[src/rtl/axis_gen_pkg.sv]
// Shared definitions for the AXI4-Stream master traffic generator.
// Provides the FSM state type, the payload mode constants and the per-lane
// pattern helper used by axis_gen_pattern.
package axis_gen_pkg;

    typedef enum logic [1:0] {
        ST_WAIT_START = 2'd0,
        ST_SEND       = 2'd1,
        ST_GAP        = 2'd2,
        ST_DONE       = 2'd3
    } gen_state_t;

    localparam int MODE_COUNTER = 0;
    localparam int MODE_BYTEREP = 1;

    // One byte lane of the payload for global beat index g.
    // Counter mode: lane i carries byte i of g; lanes beyond g's 32 bits shift
    // out to zero, which gives the zero-extension for wide buses.
    // Byte-replicated mode: every lane carries g[7:0].
    function automatic logic [7:0] pattern_byte(input logic [31:0] g,
                                                input int          mode,
                                                input int          lane);
        logic [7:0] b;
        if (mode == MODE_BYTEREP) begin
            b = g[7:0];
        end else begin
            b = 8'(g >> (8 * lane));
        end
        return b;
    endfunction

endpackage

[src/rtl/axis_gen_pattern.sv]
// Combinational mapping from the global beat index to the TDATA payload.
// Kept separate so further patterns only touch this file and the package.
// Ports:
//   g      in   32                    global beat index
//   tdata  out  C_M_AXIS_TDATA_WIDTH  payload word for that index
module axis_gen_pattern
    import axis_gen_pkg::*;
#(
    parameter int C_M_AXIS_TDATA_WIDTH = 32,
    parameter int C_MODE               = MODE_COUNTER
) (
    input  logic [31:0]                     g,
    output logic [C_M_AXIS_TDATA_WIDTH-1:0] tdata
);

    localparam int NUM_LANES = C_M_AXIS_TDATA_WIDTH / 8;

    always_comb begin
        tdata = '0;
        for (int i = 0; i < NUM_LANES; i++) begin
            tdata[i*8 +: 8] = pattern_byte(g, C_MODE, i);
        end
    end

endmodule

[src/rtl/axis_stream_master_gen.sv]
// AXI4-Stream master traffic generator: emits fixed-length packets with a
// configurable payload pattern, optional inter-packet gap and finite or
// infinite packet count. Every output is a flop; TREADY only feeds next-state
// logic, so an offered beat stays frozen until its handshake.
// Ports:
//   M_AXIS_ACLK     in   1        clock, rising edge
//   M_AXIS_ARESETN  in   1        async assert, active-low reset
//   EN              in   1        generation enable, sampled at packet boundaries
//   M_AXIS_TREADY   in   1        sink ready
//   M_AXIS_TVALID   out  1        beat valid
//   M_AXIS_TDATA    out  W        payload
//   M_AXIS_TSTRB    out  W/8      all ones while TVALID, else zero
//   M_AXIS_TLAST    out  1        last beat of packet
//   DONE            out  1        sticky, set after C_NUM_PKTS packets
//   PKT_COUNT       out  32       completed packets, wrapping
//
// state          | meaning
// ST_WAIT_START  | start delay running, or idle waiting for EN
// ST_SEND        | beat offered on the bus (TVALID=1)
// ST_GAP         | inter-packet idle, C_GAP_CYCLES long
// ST_DONE        | packet budget exhausted, idle until reset
module axis_stream_master_gen
    import axis_gen_pkg::*;
#(
    parameter int C_M_AXIS_TDATA_WIDTH = 32,
    parameter int C_M_START_COUNT      = 32,
    parameter int C_PKT_LEN            = 8,
    parameter int C_NUM_PKTS           = 0,
    parameter int C_GAP_CYCLES         = 0,
    parameter int C_MODE               = MODE_COUNTER
) (
    input  logic                              M_AXIS_ACLK,
    input  logic                              M_AXIS_ARESETN,
    input  logic                              EN,
    input  logic                              M_AXIS_TREADY,
    output logic                              M_AXIS_TVALID,
    output logic [C_M_AXIS_TDATA_WIDTH-1:0]   M_AXIS_TDATA,
    output logic [C_M_AXIS_TDATA_WIDTH/8-1:0] M_AXIS_TSTRB,
    output logic                              M_AXIS_TLAST,
    output logic                              DONE,
    output logic [31:0]                       PKT_COUNT
);

    localparam int          STRB_W     = C_M_AXIS_TDATA_WIDTH / 8;
    localparam logic [31:0] START_LD   = 32'(C_M_START_COUNT);
    // Gap counter terminates at zero, so it is loaded with one less than the gap.
    localparam logic [31:0] GAP_LD     = (C_GAP_CYCLES > 0) ? 32'(C_GAP_CYCLES - 1) : 32'd0;
    localparam logic [31:0] LAST_BEAT  = 32'(C_PKT_LEN - 1);
    localparam logic [31:0] NUM_PKTS_W = 32'(C_NUM_PKTS);
    localparam bit          FINITE     = (C_NUM_PKTS != 0);
    localparam bit          HAS_GAP    = (C_GAP_CYCLES > 0);

    gen_state_t state_q, state_d;

    logic [31:0] start_cnt_q, start_cnt_d;
    logic [31:0] gap_cnt_q, gap_cnt_d;
    logic [31:0] beat_q, beat_d;
    logic [31:0] g_q, g_d;
    logic [31:0] pkt_count_q, pkt_count_d;

    logic                            tvalid_q, tlast_q, done_q;
    logic [C_M_AXIS_TDATA_WIDTH-1:0] tdata_q, pattern_d;
    logic [STRB_W-1:0]               tstrb_q;

    logic hs, last_hs, tvalid_d, tlast_d;

    axis_gen_pattern #(
        .C_M_AXIS_TDATA_WIDTH (C_M_AXIS_TDATA_WIDTH),
        .C_MODE               (C_MODE)
    ) u_pattern (
        .g     (g_d),
        .tdata (pattern_d)
    );

    always_ff @(posedge M_AXIS_ACLK or negedge M_AXIS_ARESETN) begin
        if (!M_AXIS_ARESETN) begin
            state_q <= ST_WAIT_START;
        end else begin
            state_q <= state_d;
        end
    end

    always_comb begin
        hs          = tvalid_q & M_AXIS_TREADY;
        last_hs     = hs & tlast_q;
        state_d     = state_q;
        start_cnt_d = start_cnt_q;
        gap_cnt_d   = gap_cnt_q;
        g_d         = g_q + {31'd0, hs};
        pkt_count_d = pkt_count_q + {31'd0, last_hs};
        beat_d      = beat_q;
        if (hs) begin
            beat_d = tlast_q ? 32'd0 : beat_q + 32'd1;
        end

        case (state_q)
            ST_WAIT_START: begin
                // The start counter is only loaded by reset, so returning here
                // after an EN drop waits for EN alone.
                if (start_cnt_q != 32'd0) begin
                    start_cnt_d = start_cnt_q - 32'd1;
                end else if (EN) begin
                    state_d = ST_SEND;
                end
            end
            ST_SEND: begin
                if (last_hs) begin
                    if (FINITE && (pkt_count_d == NUM_PKTS_W)) begin
                        state_d = ST_DONE;
                    end else if (HAS_GAP) begin
                        state_d   = ST_GAP;
                        gap_cnt_d = GAP_LD;
                    end else if (!EN) begin
                        state_d = ST_WAIT_START;
                    end
                end
            end
            ST_GAP: begin
                if (gap_cnt_q != 32'd0) begin
                    gap_cnt_d = gap_cnt_q - 32'd1;
                end else if (EN) begin
                    state_d = ST_SEND;
                end else begin
                    state_d = ST_WAIT_START;
                end
            end
            ST_DONE: begin
                state_d = ST_DONE;
            end
            default: begin
                state_d = ST_WAIT_START;
            end
        endcase

        tvalid_d = (state_d == ST_SEND);
        tlast_d  = tvalid_d && (beat_d == LAST_BEAT);
    end

    always_ff @(posedge M_AXIS_ACLK or negedge M_AXIS_ARESETN) begin
        if (!M_AXIS_ARESETN) begin
            start_cnt_q <= START_LD;
            gap_cnt_q   <= 32'd0;
            beat_q      <= 32'd0;
            g_q         <= 32'd0;
            pkt_count_q <= 32'd0;
            tvalid_q    <= 1'b0;
            tlast_q     <= 1'b0;
            tstrb_q     <= '0;
            tdata_q     <= '0;
            done_q      <= 1'b0;
        end else begin
            start_cnt_q <= start_cnt_d;
            gap_cnt_q   <= gap_cnt_d;
            beat_q      <= beat_d;
            g_q         <= g_d;
            pkt_count_q <= pkt_count_d;
            tvalid_q    <= tvalid_d;
            tlast_q     <= tlast_d;
            tstrb_q     <= {STRB_W{tvalid_d}};
            // Without a handshake g_d equals g_q, so the offered word is held.
            tdata_q     <= pattern_d;
            done_q      <= (state_d == ST_DONE);
        end
    end

    assign M_AXIS_TVALID = tvalid_q;
    assign M_AXIS_TDATA  = tdata_q;
    assign M_AXIS_TSTRB  = tstrb_q;
    assign M_AXIS_TLAST  = tlast_q;
    assign DONE          = done_q;
    assign PKT_COUNT     = pkt_count_q;

endmodule
[config.mk]
export PLATFORM = sky130hd
export DESIGN_NAME = axis_stream_master_gen
export DESIGN_NICKNAME = d
export VERILOG_FILES = /design/src/rtl/axis_gen_pkg.sv /design/src/rtl/axis_gen_pattern.sv /design/src/rtl/axis_stream_master_gen.sv
export SDC_FILE = /design/constraint.sdc
export NUM_CORES = 1
export LEC_CHECK = 0
export ABC_AREA = 1
export ABC_CLOCK_PERIOD_IN_PS = 2600
export BUFFER_PORTS_ARGS = -buffer_cell sky130_fd_sc_hd__buf_4
export CORE_ASPECT_RATIO = 0.7
export CORE_MARGIN = 3
export CORE_UTILIZATION = 45
export CTS_CLUSTER_DIAMETER = 150
export DETAILED_ROUTE_END_ITERATION = 10
export PLACE_DENSITY = 0.65
export SLEW_MARGIN = 10
export SYNTH_ARGS = -nofsm -noshare
export SYNTH_HDL_FRONTEND = slang
export SYNTH_SLANG_ARGS = --single-unit
[constraint.sdc]
create_clock -name M_AXIS_ACLK -period 2.6 [get_ports M_AXIS_ACLK]
set_clock_uncertainty 0.1 [all_clocks]
set_input_delay 0.26 -clock M_AXIS_ACLK [delete_from_list [all_inputs] [get_ports M_AXIS_ACLK]]
set_output_delay 0.26 -clock M_AXIS_ACLK [all_outputs]
set_load 0.01 [all_outputs]
Yosys cells after proc, flatten, opt, wreduce, memory -nomap -nowiden
Index checks and enable logic that the tools add are counted.

Bits in registers: 166. Output and inout bits: 71.

Equal/unequal tests: 6. Bitwise gates (word level): 2. Muxes and demuxes: 9. Reductions and logical operators: 6. Add/subtract/negate cells: 5.

Operators by type and width (count): $add 32x1->32 (2); $mux 32 (2); $reduce_bool 32->1 (2); $sub 32x1->32 const B (2); $add 32x1->32 const B (1); $eq 32x3->1 const B (1); $mux 2 (5); $pmux 2 s4 (1); $eq 2x2->1 const B (3); $eq 2x1->1 const B (2); $reduce_and 2->1 (2); $and 1x1->1 (2); $logic_not 2->1 (1); $logic_and 1x1->1 (1); $mux 1 (1).

Logic depth before layout (Yosys ltp)
Gate-level depths: netlist (run 1).

Word-level depth: 6. Depth in mapped cells: 14.

Cells and area by module
Synthesis (run 1) repeated with hierarchy kept, for this count alone.

Cell total of the unflattened synthesis: 1149. Area total of the unflattened synthesis: 9963.3 um^2.

Modules (own cells, without submodules): axis_stream_master_gen (area an instance 9723.1 um^2, cells each 1117, instances 1, sequential area each 4931.0 um^2); axis_gen_pattern (area an instance 240.2 um^2, cells each 32, instances 1, sequential area each 0.0 um^2).

Worst setup path before layout (run 1)
No wires, ideal clock.

Path kind: register -> register. Start: reg, netlist name M_AXIS_TSTRB[0]. End: reg pkt_count_q[30], in the netlist PKT_COUNT[30]. Required time: 2.376 ns. Setup time: 0.124 ns. Cell stages (with the launch flop): 15. Data arrival time: 2.286 ns. Slack: 0.090 ns. Clock period less this slack: 2.510 ns. Cells stage by stage: dfrtp_1 -> nand2_4 -> nor2_4 -> ha_1 -> ha_1 -> nand3_2 -> inv_2 -> nand2_2 -> nor2_4 -> inv_1 -> or2_1 -> buf_6 -> nor3_4 -> nand4_1 -> xor2_1.

RTL lines: end signal, assigned (RTL line axis_stream_master_gen.sv:156) `pkt_count_q <= pkt_count_d;`; end, declared (RTL line axis_stream_master_gen.sv:59) `logic [31:0] pkt_count_q, pkt_count_d;`.

==> impl_metrics.tcl, run 1 <==
set metrics [dict create \
    fillers 1800 \
    row_count 42 \
    coreArea_mm2 0.01923 \
    drcViolationCount 0 \
    ir_drop_v 0.0003743 \
    initial_core_util 0.4664 \
    rsz0062_at_grt "no" \
    placed_cells 1426 \
    postSynthAreaPerCell_um2 8.252 \
    antenna_left 0 \
    cts_buffer_depth 2 \
    finalCriticalPeriod_ns 2.401 \
    first_pass_iters 5 \
    drive_gt1_frac 0.1513 \
    cts.sinks 165 \
    fp.dieH_um 124.1 \
    syn_nets 1099 \
    setup_tns_ns 0 \
    worstSetupEndpointType "flip-flop" \
    yosysMostFrequentCell "nand2_1" \
    die_w_um 174.7 \
    netlist.top_cell.by_area "dfrtp_1" \
    yosys_warnings 0 \
    place_hpwl_um 15540 \
    cts_buffers 17 \
    grt_max_degree 60 \
    drt-initial-drc-count 612 \
    h-tree-depth 4 \
    grt_pass1_vias 6747 \
    worstPathCellList "nand2_4 > inv_1 > ha_1 > ha_1 > nand2_1 > nor3_4 > nand3_2 > nor2_4 > nand3_4 > nor3_4 > nand3_1 > xnor2_1" \
    cellPowerDensity_mw_per_mm2 592.7 \
    yosysSeqAreaShare 0.4605 \
    wirelength_um 20220 \
    holdWs_ns 0.09421 \
    async_flop_share 1.000 \
    slew_violations 0 \
    ys_seq_elements 165 \
    path_class "reg2reg" \
    clk_pin_slew_ns 0.07 \
    synth_top_area_share 0.4575 \
    critPathMaxFanout 4 \
    grt-ovfl-total 0 \
    critPathLaunchType "flip-flop" \
    gp_congestion 0.8888 \
    stdcell_count 1460 \
    relSlewSlack 0.6194 \
    place.port_buffers 74 \
    synthTopCellsByCount "nand2_1 (243), dfrtp_1 (164), nor2_1 (163), inv_1 (132), nand3_1 (88)" \
    path_delay_family "simple AND/OR/NAND/NOR gates" \
    cts_tree "built" \
    status "completed" \
    maxCapViolations 0 \
    timing.critical_path.required_ns 2.81 \
    syn_inst 1087 \
    boundaryPins 75 \
    synth_ff_type "dfrtp_1" \
    tightest_slew_ns 0.5709 \
    yosys-top-cells-area "dfrtp_1 (46%), nand2_1 (10%), nor2_1 (6.8%), xor2_1 (6.2%), inv_1 (5.5%)" \
    final_util 0.5468 \
    path_buf_inv 1 \
    antenna_found_initial 0 \
    leakagePower_nw 5.866 \
    min_path_type "in2reg" \
    grtUsageTotal 0.1962 \
    route.detailed.wl_per_inst_um 13.85 \
    max_freq_mhz 416.6 \
    synthesis.area_mm2 0.008970 \
    cp.arrival_ns 2.61 \
    cts-root-buf "clkbuf_16" \
    hold_viol_final 0 \
    synth-edff-count 0 \
    vias 7128 \
    slowest_stage "dfrtp_1" \
    vias_per_cell 4.882 \
    critPathMaxStageDelay_ns 0.39 \
    die_area_mm2 0.02169 \
    num_antenna_cells 0 \
    post-route-period-util 0.9233 \
    post_synth_num_cell_types 37 \
    nets 1195 \
    place_area_mm2 0.009891 \
    final_area_mm2 0.01052 \
    insertion_delay_ns 0.43 \
    grt_pass1_wl_um 34210 \
    finalSetupViolCount 0 \
    synthToLayoutAreaGrowth_pct 17.24 \
]
-- kinds of logic (layout without fill, tap and decap cells) --
logic type,count (synthesis),after routing,synth area share
XOR/XNOR,117,117,0.1142
AO/OA/AOI/OAI,27,27,0.01674
buffers and inverters,147,256,0.06486
AND/OR/NAND/NOR,623,623,0.3325
adder cells (fa/ha/maj),8,8,0.01116
flip-flops,165,165,0.4605
-- worst min-delay path: cells and delay by family --
kind	cells	cell delay, ns
buffers and inverters	1	0.12
and+or+nand+nor	2	0.20
-- repair_timing --
item	CTS	global route
gates resized for setup	0	4
setup buffers	0	1
hold buffers	1	0
endpoints found under the setup margin	0	4
endpoints found under the hold margin	54	0
-- cell type report --
type                    count  area, um^2  area share
multi-input cells         775        4279      0.4069
repair buffers             88       679.4     0.06460
inverters                 136       510.5     0.04854
flip-flops and latches    165        4130      0.3927
clock buffers              17       425.4     0.04045
clock inverters            15       161.4     0.01535
well taps                 264       330.3     0.03141
-- state kept, by name, indices dropped and copies added, names as in the netlist --
register,count
M_AXIS_TSTRB,1
M_AXIS_TLAST,1
gap_cnt_q,32
PKT_COUNT,32
start_cnt_q,32
beat_q,32
M_AXIS_TDATA,32
state_q,2
DONE,1
-- per-stage QoR --
stage          setup WS, ns  total power, mW
3_5_place_dp         0.1366            3.745
2_1_floorplan       0.08993            3.429
5_1_grt            0.003966            6.535
4_1_cts              0.1304            6.282
3_3_place_gp         0.2002            3.735
6_report             0.1994            6.234
-- path summary, 6_finish.rpt --
check,start,endpoint,slack [ns],cells past startpoint
worst max-delay path,M_AXIS_TSTRB[0]$_DFF_PN0_,M_AXIS_TDATA[26]$_DFF_PN0_,0.20,12
max in group asynchronous,M_AXIS_ARESETN,start_cnt_q[5]$_DFFE_PN1P_,1.40,3
worst min register to register,start_cnt_q[0]$_DFFE_PN0P_,start_cnt_q[0]$_DFFE_PN0P_,0.37,2
worst min-delay path,EN,state_q[0]$_DFF_PN0_,0.09,3
min in group asynchronous,M_AXIS_ARESETN,M_AXIS_TDATA[25]$_DFF_PN0_,0.28,2
worst max register to register,M_AXIS_TSTRB[0]$_DFF_PN0_,M_AXIS_TDATA[26]$_DFF_PN0_,0.20,12
-- metal layers --
metal,GRT usage,vias up,share of wire
met1,0.3090,3306,0.54
met3,0.03687,20,0.054
met4,0.04482,0,0.0092
met5,0,-,0
met2,0.2780,179,0.40
li1,-,3623,-
-- placed cells by master, fill, tap and decap left out, drive strengths merged, types with 3 or more instances in the layout --
master,n
nand2,253
nor2,188
dfrtp,164
inv,145
nand3,97
buf,87
xor2,64
xnor2,53
nor3,34
nand4,30
o21ai,18
clkbuf,17
nor4,13
ha,8
o21bai,4
and2,3
a21oi,3
clkinvlp,3
-- power by group --
group          internal, mW  leakage (nW)  total (mW)  switching (mW)
Clock                  1.36         0.279        2.51            1.15
Combinational         0.280          3.47       0.844           0.564
Sequential             2.71          2.12        2.88           0.165
Note: power is estimated with default switching activity, not from simulation.
==> inputs of run 2 (changes only) <==
--- a/config.mk
+++ b/config.mk
@@ -9,7 +9,6 @@
 export ABC_CLOCK_PERIOD_IN_PS = 2600
 export BUFFER_PORTS_ARGS = -buffer_cell sky130_fd_sc_hd__buf_4
 export CORE_ASPECT_RATIO = 0.7
-export CORE_MARGIN = 3
 export CORE_UTILIZATION = 45
 export CTS_CLUSTER_DIAMETER = 150
 export DETAILED_ROUTE_END_ITERATION = 10
==> run 2 against run 1 <==
Compared with the run above: non-clock buffer count decreased by 1; critical endpoint unchanged; die area decreased by 5.4%; final cell count about the same; critical path depth unchanged; clock power increased by 18%; worst setup slack improved by 0.012 ns; largest cell class unchanged.
==> impl_metrics.tcl, run 2 (synthesis gave the netlist of run 1 again) <==
set metrics [dict create \
    rr_worst_depth 12 \
    die_w_um 170.7 \
    path_class "reg2reg" \
    worst_slack_ns 0.2115 \
    post-route-period-util 0.9187 \
    cts_buffers 17 \
    wirelength_um 19860 \
    first_pass_iters 5 \
    drive_gt1_frac 0.1490 \
    status "completed" \
    drt-initial-drc-count 568 \
    timing.critical_path.required_ns 2.81 \
    cts-root-buf "clkbuf_16" \
    synthToLayoutAreaGrowth_pct 18.41 \
    grt_pass1_wl_um 33620 \
    grtUsageTotal 0.2090 \
    coreArea_mm2 0.01923 \
    clk_pin_slew_ns 0.07 \
    row_count 42 \
    cp.arrival_ns 2.60 \
    die_area_mm2 0.02051 \
    drcViolationCount 0 \
    crit_start "M_AXIS_TSTRB[0]$_DFF_PN0_" \
    vias 7166 \
    maxCapViolations 0 \
    endpoint "M_AXIS_TDATA[26]$_DFF_PN0_" \
    antenna_found_initial 0 \
    finalCriticalPeriod_ns 2.389 \
    grt-ovfl-total 0 \
    vias_per_cell 4.912 \
    route.detailed.wl_per_inst_um 13.61 \
    insertion_delay_ns 0.43 \
    initial_core_util 0.4664 \
    r2r-end "M_AXIS_TDATA[26]$_DFF_PN0_" \
    ff2ff_setup_slack_ns 0.21 \
    layout_commonest_cell "nand2_1" \
    finalSetupViolCount 0 \
    h-tree-depth 4 \
    tightest_slew_ns 0.4880 \
    cts.sinks 165 \
    grt_pass1_vias 6605 \
    ir_drop_v 0.0003374 \
    cellPowerDensity_mw_per_mm2 626.1 \
    grt_max_degree 60 \
    cts_buffer_depth 2 \
    gp_congestion 0.9153 \
    nets 1194 \
    max_freq_mhz 418.7 \
    setup_tns_ns 0 \
    min_path_type "in2reg" \
    post-place-ws_ns 0.1206 \
    fp.dieH_um 120.1 \
    antenna_left 0 \
    slew_violations 0 \
    layout_common_cells "nand2_1 (243), dfrtp_1 (164), nor2_1 (163), inv_1 (132), nand3_1 (88)" \
    critPathLaunchType "flip-flop" \
    rsz0062_at_grt "no" \
    worstSetupEndpointType "flip-flop" \
    leakagePower_nw 5.920 \
    cts_tree "built" \
    critPathMaxFanout 4 \
    hold_viol_final 0 \
    place.port_buffers 74 \
    num_antenna_cells 0 \
    boundaryPins 75 \
    worst_r2r_startpoint "M_AXIS_TSTRB[0]$_DFF_PN0_" \
    place_hpwl_um 15010 \
    relSlewSlack 0.6746 \
]
-- run 2: cell count changes in the layout (fill, tap and decap cells not counted), sizes merged --
cell and delta:
bufinv +5, buf -1, clkinv +1, inv -8, clkinvlp -2, clkbuf +4
-- run 2: worst min-delay path by stage --
stage / start / endpoint / cells after the start
floorplan: M_AXIS_ARESETN / DONE$_DFF_PN0_ / 0
global route: EN / state_q[0]$_DFF_PN0_ / 3
finish: EN / state_q[0]$_DFF_PN0_ / 3
detailed placement: M_AXIS_ARESETN / M_AXIS_TDATA[18]$_DFF_PN0_ / 1
CTS: EN / state_q[0]$_DFF_PN0_ / 3
global placement: M_AXIS_ARESETN / M_AXIS_TDATA[18]$_DFF_PN0_ / 1
-- run 2: layout make-up --
| type | count | area [um^2] |
|---|---|---|
| clock buffer | 21 | 470.5 |
| clock inverter | 11 | 219.0 |
| fill | 1768 | 8612 |
| inverter | 136 | 510.5 |
| multi-input combinational | 775 | 4277 |
| sequential | 165 | 4130 |
| tap | 264 | 330.3 |
| timing repair buffer | 87 | 684.4 |
-- run 2: worst max-delay path: stages (launching register included) --
cell and delay (ns):
dfrtp_1 0.38, nand2_4 0.08, inv_1 0.10, ha_1 0.18, ha_1 0.18, nand2_1 0.11, nor3_4 0.22, nand3_2 0.15
nor2_4 0.16, nand3_4 0.12, nor3_4 0.24, nand3_1 0.12, xnor2_1 0.14
-- run 2: what timing repair did --
action	in CTS	in global routing
buffers inserted	0	2
setup endpoints to repair	0	3
hold buffers	1	0
hold endpoints to repair	46	0
resized for setup	0	3
-- run 2: per-stage QoR --
stage / hold WS [ns] / utilization / area (um^2) / instances / total power, mW
3_5_place_dp: 0.1395 / 0.5141 / 9888 / 1424 / 3.734
3_3_place_gp: 0.1346 / 0.5141 / 9888 / 1424 / 3.724
4_1_cts: 0.08458 / 0.5505 / 10590 / 1457 / 6.682
5_1_grt: 0.1250 / 0.5522 / 10620 / 1459 / 6.937
6_report: 0.1006 / 0.5522 / 10620 / 1459 / 6.650
2_1_floorplan: -0.1356 / - / 8970 / 1087 / 3.429
-- run 2: report_power, final --
part           switching (mW)  total (mW)  internal (mW)
Combinational           0.550       0.830          0.280
Sequential              0.159        2.87           2.71
Clock                    1.06        2.95           1.89
-- run 2: per-layer routing --
| layer | routed length (um) | GRT usage | vias to the layer above |
|---|---|---|---|
| li1 | - | - | 3616 |
| met1 | 10710 | 0.3353 | 3372 |
| met2 | 8024 | 0.2860 | 165 |
| met3 | 953 | 0.03067 | 13 |
| met4 | 174 | 0.05912 | 0 |
| met5 | 0 | 0 | - |
==> inputs of run 3 (changes only) <==
--- a/config.mk
+++ b/config.mk
@@ -9,10 +9,11 @@
 export ABC_CLOCK_PERIOD_IN_PS = 2600
 export BUFFER_PORTS_ARGS = -buffer_cell sky130_fd_sc_hd__buf_4
 export CORE_ASPECT_RATIO = 0.7
-export CORE_UTILIZATION = 45
+export CORE_UTILIZATION = 55
 export CTS_CLUSTER_DIAMETER = 150
+export CTS_CLUSTER_SIZE = 8
 export DETAILED_ROUTE_END_ITERATION = 10
-export PLACE_DENSITY = 0.65
+export PLACE_DENSITY = 0.77
 export SLEW_MARGIN = 10
 export SYNTH_ARGS = -nofsm -noshare
 export SYNTH_HDL_FRONTEND = slang
==> run 3 against run 2 <==
Compared with the run above: final area fell by 0.93%; register-to-register slack got worse by 0.04 ns; wire length grew 1.3%; largest power group unchanged.
==> impl_metrics.tcl, run 3 (synthesis gave the netlist of run 1 again) <==
set metrics [dict create \
    critPathLaunchType "flip-flop" \
    place.port_buffers 74 \
    drt-initial-drc-count 531 \
    path_class "reg2reg" \
    min_path_type "in2reg" \
    synthToLayoutAreaGrowth_pct 17.31 \
    ff_latch_area_mm2 0.004130 \
    worstPathCellList "nand2_4 > inv_1 > ha_1 > ha_1 > nand2_1 > nor3_4 > nand3_2 > nor2_4 > nand3_4 > nor3_4 > nand3_1 > xnor2_1" \
    tightest_slew_ns 0.5811 \
    met1_length_um 10460 \
    first_pass_iters 5 \
    top_layer "met4" \
    num_antenna_cells 0 \
    placed_cells 1359 \
    grt_pass1_vias 6755 \
    grt_max_degree 53 \
    cp.arrival_ns 2.64 \
    coreArea_mm2 0.01569 \
    cp.depth 12 \
    relSlewSlack 0.6096 \
    worst_r2r_startpoint "M_AXIS_TSTRB[0]$_DFF_PN0_" \
    place_hpwl_um 14980 \
    holdWs_ns 0.1049 \
    vias_per_cell 5.253 \
    row_count 38 \
    wl_met2_um 8380 \
    leakagePower_nw 5.903 \
    hold_viol_final 0 \
    h-tree-depth 4 \
    status "completed" \
    final_area_mm2 0.01052 \
    gp_congestion 0.9145 \
    place_area_mm2 0.009788 \
    cellPowerDensity_mw_per_mm2 629.7 \
    cts_tree "built" \
    max_freq_mhz 412.3 \
    wirelength_um 20120 \
    drcViolationCount 0 \
    hold_depth 3 \
    endpoint "M_AXIS_TDATA[26]$_DFF_PN0_" \
    grt-ovfl-total 0 \
    cts_buffer_depth 2 \
    slowest_stage "dfrtp_1" \
    boundaryPins 75 \
    layout_commonest_cell "nand2_1" \
    finalCriticalPeriod_ns 2.426 \
    crit_start "M_AXIS_TSTRB[0]$_DFF_PN0_" \
    nets 1193 \
    slew_violations 0 \
    cts.sinks 165 \
    stdcell_count 1393 \
    grtUsageTotal 0.2551 \
    die_w_um 154.6 \
    setup_tns_ns 0 \
    worstSetupEndpointType "flip-flop" \
    maxCapViolations 0 \
    fp.dieH_um 108.8 \
    finalSetupViolCount 0 \
    layout_common_cells "nand2_1 (243), dfrtp_1 (164), nor2_1 (163), inv_1 (132), nand3_1 (88)" \
    ir_drop_v 0.0004218 \
    critPathMaxStageDelay_ns 0.39 \
    path_buf_inv 1 \
    insertion_delay_ns 0.43 \
    antenna_found_initial 0 \
    wl_met3_um 1053 \
    post-route-period-util 0.9329 \
    path_delay_family "simple AND/OR/NAND/NOR gates" \
    initial_core_util 0.5717 \
    cts_buffers 17 \
    die_area_mm2 0.01683 \
    vias 7317 \
    cts-root-buf "clkbuf_16" \
    drive_gt1_frac 0.1500 \
    timing.critical_path.required_ns 2.81 \
    route.detailed.wl_per_inst_um 14.44 \
    grt_pass1_wl_um 33510 \
    antenna_left 0 \
    r2r-end "M_AXIS_TDATA[26]$_DFF_PN0_" \
    clk_pin_slew_ns 0.06 \
    multi_input_comb_area_mm2 0.004284 \
    finalPower_mw 6.626 \
    rr_worst_depth 12 \
    critPathMaxFanout 4 \
    ff2ff_setup_slack_ns 0.17 \
    fillers 1253 \
]
-- run 3: cell types whose count changed in the layout (fill, tap and decap cells not counted), sizes merged --
| cell | previous run | this run |
|---|---|---|
| buf | 86 | 85 |
| clkbuf | 21 | 18 |
| bufinv | 6 | 7 |
| clkinv | 3 | 4 |
-- run 3: layout make-up --
cell class                      count  share of cell area
Timing Repair Buffer               86             0.06314
Tap cell                          200             0.02378
Clock inverter                     13             0.02414
Multi-Input combinational cell    775              0.4071
Clock buffer                       18             0.04078
Sequential cell                   165              0.3925
Inverter                          136             0.04851
-- run 3: metrics by stage --
stage | worst slack (ns) | utilization
2_1_floorplan | 0.08993 | -
3_3_place_gp | 0.1559 | 0.6238
3_5_place_dp | 0.1158 | 0.6238
4_1_cts | 0.08753 | 0.6680
5_1_grt | -0.005455 | 0.6707
6_report | 0.1744 | 0.6707
-- run 3: report_power, final --
part / internal, mW / switching, mW
clock: 1.90 / 1.04
sequential: 2.71 / 0.147
combinational: 0.280 / 0.552
total: 4.89 / 1.74
-- run 3: repair_timing --
action                                  4_1_cts  5_1_grt
hold buffers                                  1        0
setup buffers                                 0        2
hold endpoints to repair                     47        0
endpoints found under the setup margin        0        7
resized for setup                             0        6
-- run 3: worst min path at each step --
stage	start	to	slack, ns
6_report	EN	state_q[0]$_DFF_PN0_	0.10
5_1_grt	EN	state_q[0]$_DFF_PN0_	0.15
4_1_cts	EN	state_q[0]$_DFF_PN0_	0.09
3_5_place_dp	M_AXIS_ARESETN	M_AXIS_TDATA[24]$_DFF_PN0_	0.16
3_3_place_gp	M_AXIS_ARESETN	M_AXIS_TDATA[24]$_DFF_PN0_	0.15
2_1_floorplan	M_AXIS_ARESETN	DONE$_DFF_PN0_	-0.14
-- run 3: layer usage --
layer | up-vias | global-route usage
met5 | - | 0
met4 | 0 | 0.06648
met3 | 23 | 0.04650
met2 | 211 | 0.3717
met1 | 3471 | 0.3899
li1 | 3612 | -
-- run 3: worst register-to-register path, cell delays in order (launching register included) --
cell and delay [ns]:
dfrtp_1 0.39, nand2_4 0.08, inv_1 0.10, ha_1 0.18, ha_1 0.19, nand2_1 0.11, nor3_4 0.18, nand3_2 0.15
nor2_4 0.18, nand3_4 0.13, nor3_4 0.26, nand3_1 0.12, xnor2_1 0.14
